## config.mk

```make
export PLATFORM = sky130hd
export DESIGN_NAME = clk_div_monitor
export DESIGN_NICKNAME = d
export VERILOG_FILES = /design/src/rtl/clk_div_pkg.sv /design/src/rtl/clk_div_sync.sv /design/src/rtl/clk_div_monitor.sv
export SDC_FILE = /design/constraint.sdc
export NUM_CORES = 1
export LEC_CHECK = 0
export BUFFER_PORTS_ARGS = -buffer_cell sky130_fd_sc_hd__buf_4
export CAP_MARGIN = 25
export CORE_UTILIZATION = 45
export DETAILED_ROUTE_END_ITERATION = 7
export GPL_TIMING_DRIVEN = 0
export HOLD_SLACK_MARGIN = 0.1
export SLEW_MARGIN = 20
export SYNTH_ARGS = -nofsm -noshare
export SYNTH_HDL_FRONTEND = slang
export SYNTH_SLANG_ARGS = --single-unit
export TNS_END_PERCENT = 20
```

## constraint.sdc

```tcl
create_clock -name clk_gate -period 1.8 [get_ports clk_gate]
set_input_delay 0.36 -clock clk_gate [delete_from_list [all_inputs] [get_ports clk_gate]]
set_output_delay 0.36 -clock clk_gate [all_outputs]
set_load 0.1 [all_outputs]
```

## src/rtl/clk_div_pkg.sv

```systemverilog
// Shared state encodings for the divided-clock blocks.
package clk_div_pkg;
  localparam int STATE_W = 2;

  typedef enum logic [STATE_W-1:0] {
    ST_IDLE   = 2'd0,
    ST_ACQ    = 2'd1,
    ST_LOCKED = 2'd2,
    ST_ERR    = 2'd3
  } state_t;
endpackage

```

## src/rtl/clk_div_sync.sv

```systemverilog
// Two-flop synchronizer bringing an asynchronous level into the clk_gate domain.
module clk_div_sync (
  input  logic clk_gate,
  input  logic resetn,
  input  logic i_d,
  output logic o_q
);
  logic r_meta;
  logic r_sync;

  always_ff @(posedge clk_gate or negedge resetn) begin
    if (!resetn) begin
      r_meta <= 1'b0;
      r_sync <= 1'b0;
    end else begin
      r_meta <= i_d;
      r_sync <= r_meta;
    end
  end

  assign o_q = r_sync;
endmodule

```

## src/rtl/clk_div_monitor.sv

```systemverilog
// Measures period/high time of a divided clock against EXP_DIV and tracks lock.
// Results land one cycle after the synced rise; a long stall counts as a mismatch.
module clk_div_monitor
  import clk_div_pkg::*;
#(
  parameter int WIDTH    = 8,
  parameter int EXP_DIV  = 5,
  parameter int LOCK_CNT = 4
) (
  input  logic             clk_gate,
  input  logic             resetn,
  input  logic             i_en,
  input  logic             i_div_clk,
  input  logic             i_clr_err,
  output logic [WIDTH-1:0] o_period,
  output logic [WIDTH-1:0] o_high,
  output logic             o_meas_valid,
  output logic             o_locked,
  output logic             o_err,
  output logic [1:0]       o_state
);
  localparam logic [WIDTH-1:0] CNT_MAX = '1;
  localparam logic [WIDTH-1:0] EXP_P   = WIDTH'(EXP_DIV);
  localparam logic [WIDTH-1:0] TO_LIM  = WIDTH'(2 * EXP_DIV);
  localparam logic [WIDTH-1:0] HI_LO   = WIDTH'(EXP_DIV / 2);
  localparam logic [WIDTH-1:0] HI_HI   = WIDTH'((EXP_DIV + 1) / 2);
  localparam logic [3:0]       LOCK_N  = 4'(LOCK_CNT);

  logic             w_sync;
  logic             r_sync_d;
  logic             w_rise;
  logic [WIDTH-1:0] r_per;
  logic [WIDTH-1:0] r_hi;
  logic             r_armed;
  logic             r_to_fired;
  logic             w_meas;
  logic             w_match;
  logic             w_to;
  logic             w_mis;
  logic [3:0]       r_match;
  logic [3:0]       w_match_nxt;
  logic             r_err;
  logic             w_err_nxt;
  logic             r_locked;
  logic             w_locked_nxt;
  state_t           r_state;
  state_t           w_state_nxt;
  logic [WIDTH-1:0] r_period;
  logic [WIDTH-1:0] r_high;
  logic             r_mv;

  clk_div_sync u_sync (
    .clk_gate (clk_gate),
    .resetn   (resetn),
    .i_d      (i_div_clk),
    .o_q      (w_sync)
  );

  assign w_rise  = w_sync & ~r_sync_d;
  assign w_meas  = i_en & w_rise & r_armed;
  assign w_match = (r_per == EXP_P) && ((r_hi == HI_LO) || (r_hi == HI_HI));
  // Only the first cycle past the limit reports; the flag re-arms on the next rise.
  assign w_to    = i_en & r_armed & ~w_rise & ~r_to_fired & (r_per > TO_LIM);
  assign w_mis   = (w_meas & ~w_match) | w_to;

  always_ff @(posedge clk_gate or negedge resetn) begin
    if (!resetn) begin
      r_sync_d   <= 1'b0;
      r_per      <= '0;
      r_hi       <= '0;
      r_armed    <= 1'b0;
      r_to_fired <= 1'b0;
      r_period   <= '0;
      r_high     <= '0;
      r_mv       <= 1'b0;
    end else begin
      r_sync_d <= w_sync;
      r_mv     <= w_meas;
      if (w_meas) begin
        r_period <= r_per;
        r_high   <= r_hi;
      end
      if (!i_en) begin
        r_per <= '0;
        r_hi  <= '0;
      end else if (w_rise) begin
        r_per <= WIDTH'(1);
        r_hi  <= WIDTH'(1);
      end else begin
        if (r_per != CNT_MAX) r_per <= r_per + WIDTH'(1);
        if (w_sync && (r_hi != CNT_MAX)) r_hi <= r_hi + WIDTH'(1);
      end
      if (!i_en || (r_state == ST_IDLE) || ((r_state == ST_ERR) && i_clr_err))
        r_armed <= 1'b0;
      else if (w_rise)
        r_armed <= 1'b1;
      if (w_rise || !r_armed)
        r_to_fired <= 1'b0;
      else if (w_to)
        r_to_fired <= 1'b1;
    end
  end

  always_ff @(posedge clk_gate or negedge resetn) begin
    if (!resetn) begin
      r_state  <= ST_IDLE;
      r_match  <= '0;
      r_err    <= 1'b0;
      r_locked <= 1'b0;
    end else begin
      r_state  <= w_state_nxt;
      r_match  <= w_match_nxt;
      r_err    <= w_err_nxt;
      r_locked <= w_locked_nxt;
    end
  end

  always_comb begin
    w_state_nxt = r_state;
    w_match_nxt = r_match;
    w_err_nxt   = r_err;
    if (!i_en) begin
      w_state_nxt = ST_IDLE;
      w_match_nxt = '0;
      if (i_clr_err) w_err_nxt = 1'b0;
    end else begin
      case (r_state)
        ST_IDLE: begin
          w_state_nxt = ST_ACQ;
          if (i_clr_err) w_err_nxt = 1'b0;
        end
        ST_ACQ: begin
          if (i_clr_err) w_err_nxt = 1'b0;
          if (w_meas && w_match) begin
            w_match_nxt = r_match + 4'd1;
            if ((r_match + 4'd1) == LOCK_N) w_state_nxt = ST_LOCKED;
          end else if (w_mis) begin
            w_match_nxt = '0;
          end
        end
        ST_LOCKED: begin
          if (i_clr_err) w_err_nxt = 1'b0;
          if (w_mis) begin
            w_state_nxt = ST_ERR;
            w_err_nxt   = 1'b1;
          end
        end
        ST_ERR: begin
          if (i_clr_err) begin
            w_state_nxt = ST_ACQ;
            w_err_nxt   = 1'b0;
            w_match_nxt = '0;
          end
        end
        default: w_state_nxt = ST_IDLE;
      endcase
    end
  end

  always_comb begin
    o_state      = r_state;
    w_locked_nxt = (w_state_nxt == ST_LOCKED);
  end

  assign o_period     = r_period;
  assign o_high       = r_high;
  assign o_meas_valid = r_mv;
  assign o_locked     = r_locked;
  assign o_err        = r_err;
endmodule
```

# ---- After elaboration in Yosys (flattened, before gate mapping)
# Index checks and enable logic that the tools add are counted.
dict set report op_classes {
  n_eq_ne 15
  n_addsub 3
  reduce_logical 15
  bitwise_logic 13
  n_lt_le_gt_ge 1
  n_mux 25
}
# cell n
set op_table {}
lappend op_table {{$mux W8} 6}
lappend op_table {{$add A8 B1 Y8 const B} 2}
lappend op_table {{$eq A8 B2 Y1 const B} 2}
lappend op_table {{$mux W4} 4}
lappend op_table {{$ne A8 B8 Y1 const B} 2}
lappend op_table {{$mux W2} 5}
lappend op_table {{$ne A3 B1 Y1 const B} 3}
lappend op_table {{$and A1 B1 Y1} 8}
lappend op_table {{$eq A8 B3 Y1 const B} 1}
lappend op_table {{$gt A8 B4 Y1 const B} 1}
lappend op_table {{$pmux W2 S4} 1}
lappend op_table {{$pmux W4 S2} 1}
lappend op_table {{$mux W1} 7}
lappend op_table {{$eq A2 B2 Y1 const B} 3}
lappend op_table {{$add A4 B1 Y4 const B} 1}
lappend op_table {{$eq A4 B3 Y1 const B} 1}
lappend op_table {{$logic_and A1 B1 Y1} 4}
lappend op_table {{$logic_or A1 B1 Y1} 4}
lappend op_table {{$ne A4 B4 Y1 const B} 1}
lappend op_table {{$not A1 Y1} 4}
lappend op_table {{$reduce_bool A2 Y1} 2}
lappend op_table {{$ne A3 B3 Y1 const B} 1}
lappend op_table {{$reduce_and A3 Y1} 1}
lappend op_table {{$reduce_or A3 Y1} 1}
lappend op_table {{other kinds (5)} 6}
dict set report totals {
  inputBits 5
  word_cells 86
  reg_bits 46
  output_inout_bits 21
}

# ---- Longest topological paths before layout
# Gate-level depths: netlist of run 1.
dict set report depth {
  word_depth 11
  mapped_depth 7
  ltp_nobuf 7
}

# ---- Hierarchy
# Synthesis of run 1 repeated with hierarchy kept, for this count alone.
dict set report unflattened {
  cells_unflattened 222
  area_unflattened_um2 2163.3
}
# mod area_each_um2 instances cells_each seq_area_each_um2
set by_module_without_submodules {}
lappend by_module_without_submodules {clk_div_monitor 2113.3 1 220 1101.1}
lappend by_module_without_submodules {clk_div_sync 50.0 1 2 50.0}

# ---- Least setup slack after synthesis of run 1
# Ideal clock, no wire load.
dict set report synth_timing {
  path_kind {reg-to-reg}
  from {register r_state[0], in the netlist o_state[0]}
  to {register r_match[2]}
  path_buffers 0
  synth_period_minus_slack_ns 1.987
  setup_time_ns 0.124
  t_required_ns 1.676
  arrival_time_ns 1.863
  path_stages_with_launch 5
  slack_ns -0.187
  cell_sequence {dfrtp_1 > o21ai_0 > a211oi_2 > nor2_1 > a211o_1}
}
dict set report synth_via {
  elab_chain_cells 3
  word_cells_on_any_way 8
  cone_classes {5 x eq/ne; 2 x mux; 1 x reduce/logical}
}
# element line_no
set synth_lines {}
lappend synth_lines {{start, declared} clk_div_monitor.sv:46} ;# state_t r_state;
lappend synth_lines {{start signal, assigned} clk_div_monitor.sv:111} ;# r_state <= w_state_nxt;
lappend synth_lines {{$eq A2 B1 Y1 / $eq A2 B2 Y1 (equally long branches)} clk_div_monitor.sv:127} ;# case (r_state)
lappend synth_lines {{$ne A4 B4 Y1 (no source line) (tied with other cells)} -}
lappend synth_lines {{$reduce_and A3 Y1 (no source line) / $mux W4 (equally long branches)} -}
lappend synth_lines {{end signal, assigned} clk_div_monitor.sv:112} ;# r_match <= w_match_nxt;
lappend synth_lines {{end, declared} clk_div_monitor.sv:40} ;# logic [3:0] r_match;
# Parallel ways exist; a longest one is shown, timed or not.
# A chain may end at the register's enable or synchronous reset.

# ---- Final worst setup path of run 1
dict set report layout_timing {
  from {register u_sync.r_sync, in the netlist u_sync.o_q}
  to {register r_match[2]}
}
dict set report layout_via {
  elab_chain_cells 8
  word_cells_on_any_way 15
  cone_classes {1 x eq/ne; 3 x mux; 9 x bitwise; 2 x reduce/logical}
}
# element line_no
set layout_lines {}
lappend layout_lines {{start, declared} clk_div_sync.sv:9} ;# logic r_sync;
lappend layout_lines {{start signal, assigned} clk_div_sync.sv:17} ;# r_sync <= r_meta;
lappend layout_lines {{$and A1 B1 Y1 (*)} clk_div_monitor.sv:59} ;# assign w_rise = w_sync & ~r_sync_d;
lappend layout_lines {{$not A1 Y1} clk_div_monitor.sv:63} ;# assign w_to = i_en & r_armed & ~w_rise & ~r_to_fired & (r_per > TO_LIM);
lappend layout_lines {{$and A1 B1 Y1 (3 in series)} clk_div_monitor.sv:63}
lappend layout_lines {{$or A1 B1 Y1} clk_div_monitor.sv:64} ;# assign w_mis = (w_meas & ~w_match) | w_to;
lappend layout_lines {{$ne A4 B4 Y1 (no source line)} -}
lappend layout_lines {{$reduce_and A3 Y1 (no source line)} -}
# Every way passes the cells marked *; elsewhere a longest branch is shown, timed or not.

==> flow_summary.toml, run 1 <==
[yosys]
yosys.area_share.xor_xnor = 0.0363
avgSynthCellArea_um2 = 9.82
synthMuxAreaShare = 0.00980
synth_top_flop_cell = "dfrtp_1"
yosys.area_share.simple = 0.247
async_flop_share = 1.00
yosys-top-cells-count = "49 x nand2_1, 46 x dfrtp_1, 17 x nor2_1, 10 x o21ai_0, 9 x inv_1"
yosys_register_bits = 46
syn-num-nets = 233
synth_fa_ha_area_frac = 0.0403
synth_top_family_by_area = "simple AND/OR/NAND/NOR gates"
netlist_instances = 221
synth-edff-count = 0
synthTopCellsByArea = "dfrtp_1 53%, nand2_1 8.5%, ha_1 4.0%, nor2_1 2.9%, o21ai_0 2.3%"
synthDistinctLibCells = 47
yosysMostFrequentCell = "nand2_1"
yosysWarnings = 0
synth_top_area_share = 0.530
ys_seq_area_frac = 0.530
synth_compound_area_frac = 0.109
synth_area_mm2 = 0.00217
yosysTopAreaCell = "dfrtp_1"

[sta]
tightest_slew_ns = 0.571
finalSetupViolCount = 0
fin_crit_ns = 1.73
max_slew_margin = 0.620
hold_violations = 0
drv_slew = 0
fmax_ghz = 0.577
hold-worst-slack_ns = 0.177
period_share = 0.963
fin_skew_ns = 0.00495

[global_route]
grt_pass1_vias = 1566
antenna_found_initial = 0
grt_max_degree = 47
grt_overflow = 0
grt_pass1_wl_um = 7330
grt_use_total = 0.187

[detailed_routing]
finalWirelength_um = 4290
detail-route-antenna-nets = 0
first_pass_iters = 4
routedWlPerCell_um = 14.0
drc_errors = 0
viasPerCell = 5.29
drt_iter0_markers = 67
num_vias = 1624

[setup_path]
required_ns = 1.98
end_kind = "flip-flop"
arrival_ns = 1.91
cp_slowest_cell = "dfrtp_2"
critPathMaxStageDelay_ns = 0.47
cp-startpoint = "u_sync.o_q"
reg2regPathDepth = 5
cp_max_fo = 8
endpoint = "r_match[2]"
r2r-start = "u_sync.o_q"
path_cells = "nand2b_4 -> or3b_1 -> a211oi_2 -> nor2_2 -> a211o_1"
rrSetupSlack_ns = 0.07
crit_type = "flip-flop to flip-flop"
reg2reg_to = "r_match[2]"
cp-start-kind = "flip-flop"

[clocking]
clock-sinks = 46
clockBufferDepth = 2
cts_buffers = 5
htreeDepth = 2
cts_tree = "yes"
cts.clk_slew.worst_paths_ns = 0.08
root_buffer = "clkbuf_8"
insertion_delay_ns = 0.29

[die]
die_h_um = 71.5
num_rows = 24
initial_core_util = 0.482
dieArea_mm2 = 0.00511
pin_count = 26
die_x_um = 71.5
core_area_mm2 = 0.00450

[power_and_ir_drop]
p_clk_frac = 0.312
p_leak_uw = 0.00130
sequentialPowerShare = 0.581
cellInternalPower_uw = 1380
max-vdd-ir-drop_uv = 656
sw_frac_of_total = 0.262
powerDensity_mw_per_mm2 = 733
pwr-share-comb = 0.108
p_sw_uw = 489

[finish]
syn_to_final_growth_pct = 17.2
num-nets-final = 267
regArea_mm2 = 0.00116
antenna_cells = 0
drive_gt1_frac = 0.192
final_cells = 307
fin_util = 0.565
fill_cells = 402
multi_input_area_um2 = 982

[worst_hold_path]
hold_depth = 1
hp-class = "input pin to flip-flop"

[placed_design]
placedCellCount = 298
dpl.hpwl_um = 3040
io_buffers = 25
globalplace.congestion = 0.769

[status]
outcome = "complete, no violations"

[flow_run]
cap_violations = 0
metal layers:
metal	global-route usage	routed length, um	share of wire	vias to the layer above
met3	0.0506	120	0.028	4
met5	0	0	0	-
met4	0.0479	49	0.011	0
li1	-	-	-	823
met2	0.301	1950	0.46	29
met1	0.253	2170	0.51	768
worst max-delay path, delay by kind of cell (launching register included):
family,cells,cell delay [ns]
simple gates,3,0.62
flops,1,0.47
compound gates,2,0.54
final cells by class:
cell class	count	share of cell area
Sequential cell	46	0.455
Multi-Input combinational cell	160	0.386
Timing Repair Buffer	27	0.0806
Clock buffer	7	0.0300
Tap cell	52	0.0256
Inverter	9	0.0133
Buffer	6	0.00983
layout by cell type, fill, tap and decap left out, types with 2 or more instances in the layout:
cell       n
dfrtp_1   41
dfrtp_2    5
o21ai_0    9
and2_1     5
a211oi_1   2
and3_2     2
nand3_1    7
buf_2      2
o22ai_1    2
buf_4     26
xor2_1     5
a21oi_1    4
clkbuf_8   5
xnor2_1    4
inv_1      9
o21ai_1    2
nand4_1    4
ha_1       7
a21boi_0   4
clkbuf_1   5
a31oi_1    2
o211ai_1   2
nand2_1   49
nand2b_1   5
nor2_1    16
and3_1     5
how the worst min path moves through the flow:
| stage | to | slack, ns | start |
|---|---|---|---|
| 2_1_floorplan | o_err | 0.06 | resetn |
| 3_3_place_gp | u_sync.o_q | 0.33 | u_sync.r_meta |
| 3_5_place_dp | u_sync.o_q | 0.34 | u_sync.r_meta |
| 4_1_cts | u_sync.r_meta | 0.17 | i_div_clk |
| 5_1_grt | u_sync.r_meta | 0.15 | i_div_clk |
| 6_report | u_sync.r_meta | 0.18 | i_div_clk |
sequential cells by signal, summed over array words and instances, names as in the netlist, 2 cells and up:
register / flops
r_per: 8
o_state: 2
o_high: 8
o_period: 8
r_match: 4
r_hi: 8
through the flow:
| step | worst slack, ns | total power, uW | cell area (um^2) | TNS, ns |
|---|---|---|---|---|
| final | 0.0674 | 1870 | 2540 | 0 |
| after CTS | 0.0261 | 1890 | 2510 | 0 |
| after global placement | 0.00246 | 1300 | 2430 | 0 |
| after global routing | -0.00328 | 1950 | 2540 | -0.00328 |
| after detailed placement | 0.0191 | 1300 | 2430 | 0 |
| after floorplan | 0.151 | 1230 | 2170 | 0 |
power by group through the flow:
stage / Clock [uW] / Combinational [uW] / Sequential [uW]
detailed placement: 0 / 199 / 1100
global placement: 0 / 197 / 1100
CTS: 610 / 202 / 1080
global route: 641 / 217 / 1090
finish: 582 / 201 / 1080
floorplan: 0 / 53.5 / 1180
kinds of logic (layout without fill, tap and decap cells):
kind of cell | Yosys count | after routing
AO/OA/AOI/OAI | 35 | 35
XOR/XNOR | 9 | 9
adder cells (fa/ha/maj) | 7 | 7
buffers and inverters | 15 | 49
flip-flops | 46 | 46
multiplexers | 2 | 2
AND/OR/NAND/NOR | 107 | 107
what timing repair did:
item,CTS,global route
setup endpoints to repair,1,16
hold endpoints to repair,46,0
gates resized for setup,1,7
pin swaps,0,1
buffers inserted,0,1
hold buffers,1,0
Power figures use the tool's default switching activity.
==> run 2, diff against run 1 <==
Settings changed: RECOVER_POWER set to 25.
==> run 2 against run 1 <==
Critical path depth unchanged. Largest power group unchanged. Clock-buffer cell count unchanged. Clock power about the same. Critical path type unchanged.
==> flow_summary.toml, run 2 (synthesized netlist as in run 1, its figures left out) <==
[status]
outcome = "complete, no violations"

[global_route]
grt_pass1_vias = 1566
antenna_found_initial = 0
grt_pass1_wl_um = 7330
grt_use_total = 0.187
grt_overflow = 0
grt_max_degree = 47

[setup_path]
required_ns = 1.98
cp_max_fo = 8
path_cells = "nand2b_4 -> or3b_1 -> a211oi_2 -> nor2_2 -> a211o_1"
critPathTopFamily = "simple AND/OR/NAND/NOR gates"
end_kind = "flip-flop"
cp-start-kind = "flip-flop"
cp_slowest_cell = "dfrtp_2"
critPathMaxStageDelay_ns = 0.47
arrival_ns = 1.91
crit_buf_inv = 0
rrSetupSlack_ns = 0.07
crit_type = "flip-flop to flip-flop"

[finish]
final_area_mm2 = 0.00254
num-nets-final = 267
fin_util = 0.565
syn_to_final_growth_pct = 17.2
antenna_cells = 0
drive_gt1_frac = 0.192
layout_common_cells = "49 x nand2_1, 41 x dfrtp_1, 25 x buf_4, 16 x nor2_1"
multi_input_area_um2 = 982
layout_commonest_cell = "nand2_1"
regArea_mm2 = 0.00116
fill_cells = 402

[clocking]
cts.clk_slew.worst_paths_ns = 0.08
clock-sinks = 46
insertion_delay_ns = 0.29
cts_tree = "yes"
clockBufferDepth = 2
htreeDepth = 2
cts_buffers = 5
root_buffer = "clkbuf_8"

[sta]
period_share = 0.963
fin_crit_ns = 1.73
hold-worst-slack_ns = 0.199
hold_violations = 0
fin_skew_ns = 0.00495
drv_slew = 0
finalSetupViolCount = 0
tightest_slew_ns = 0.571
finalSetupTns_ns = 0
max_slew_margin = 0.620
fmax_ghz = 0.577

[die]
die_h_um = 71.5
core_area_mm2 = 0.00450
dieArea_mm2 = 0.00511
initial_core_util = 0.482
num_rows = 24
die_x_um = 71.5
pin_count = 26

[power_and_ir_drop]
powerDensity_mw_per_mm2 = 733
power_uw = 1860
max-vdd-ir-drop_uv = 656
p_sw_uw = 489
sequentialPowerShare = 0.581
p_leak_uw = 0.00130
sw_frac_of_total = 0.262
pwr-share-comb = 0.108
p_clk_frac = 0.312
cellInternalPower_uw = 1380

[detailed_routing]
detail-route-antenna-nets = 0
first_pass_iters = 4
num_vias = 1624
viasPerCell = 5.29
finalWirelength_um = 4290
drt_iter0_markers = 67
drc_errors = 0
routedWlPerCell_um = 14.0

[flow_run]
cap_violations = 0

[worst_hold_path]
hp-class = "input pin to flip-flop"

[placed_design]
io_buffers = 25
dpl.hpwl_um = 3040
dpl_cell_area_mm2 = 0.00243
globalplace.congestion = 0.769
## run 2: cell count changes in the layout (fill, tap and decap cells not counted), sizes merged
cell	previous run	this run
buf	29	28
clkbuf	10	11
## run 2: power by group through the flow
stage / clock network (uW) / registers [uW] / logic, uW
finish: 582 / 1080 / 201
global route: 641 / 1090 / 217
CTS: 610 / 1080 / 202
detailed placement: 0 / 1100 / 199
global placement: 0 / 1100 / 197
floorplan: 0 / 1180 / 53.5
## run 2: timing repair
action	4_1_cts	5_1_grt
setup endpoints to repair	1	16
pin swaps	0	1
setup buffers	0	1
hold endpoints to repair	46	0
gates cloned	0	0
hold buffers	1	0
gates resized for setup	1	7
## run 2: path summary, 6_finish.rpt
kind / start / end / depth (start not counted)
worst max-delay path: u_sync.o_q / r_match[2] / 5
worst min-delay path: i_div_clk / u_sync.r_meta / 1
worst max register to register: u_sync.o_q / r_match[2] / 5
worst min register to register: u_sync.r_meta / u_sync.o_q / 0
max in group asynchronous: resetn / r_per[1] / 2
min in group asynchronous: resetn / r_match[2] / 2
## run 2: metal layers
metal / global-route usage / part of all wire / vias up
met4: 0.0479 / 0.011 / 0
li1: - / - / 823
met2: 0.301 / 0.46 / 29
met3: 0.0506 / 0.028 / 4
met5: 0 / 0 / -
met1: 0.253 / 0.51 / 768
## run 2: layout make-up
type	instances	share of cell area
plain buffers	6	0.00983
repair buffers	27	0.0806
clock buffers	7	0.0300
well taps	52	0.0256
flip-flops and latches	46	0.455
multi-input cells	160	0.386
inverters	9	0.0133
## run 2: stage by stage
stage	setup slack [ns]	cells
floorplan	0.151	221
global placement	0.00246	298
detailed placement	0.0191	298
global route	-0.00328	307
finish	0.0674	307
CTS	0.0261	306
## run 2: worst register-to-register path: cells and delay by family (launching register included)
family	cells	cell delay, ns
compound gates	2	0.54
flops	1	0.47
simple gates	3	0.62
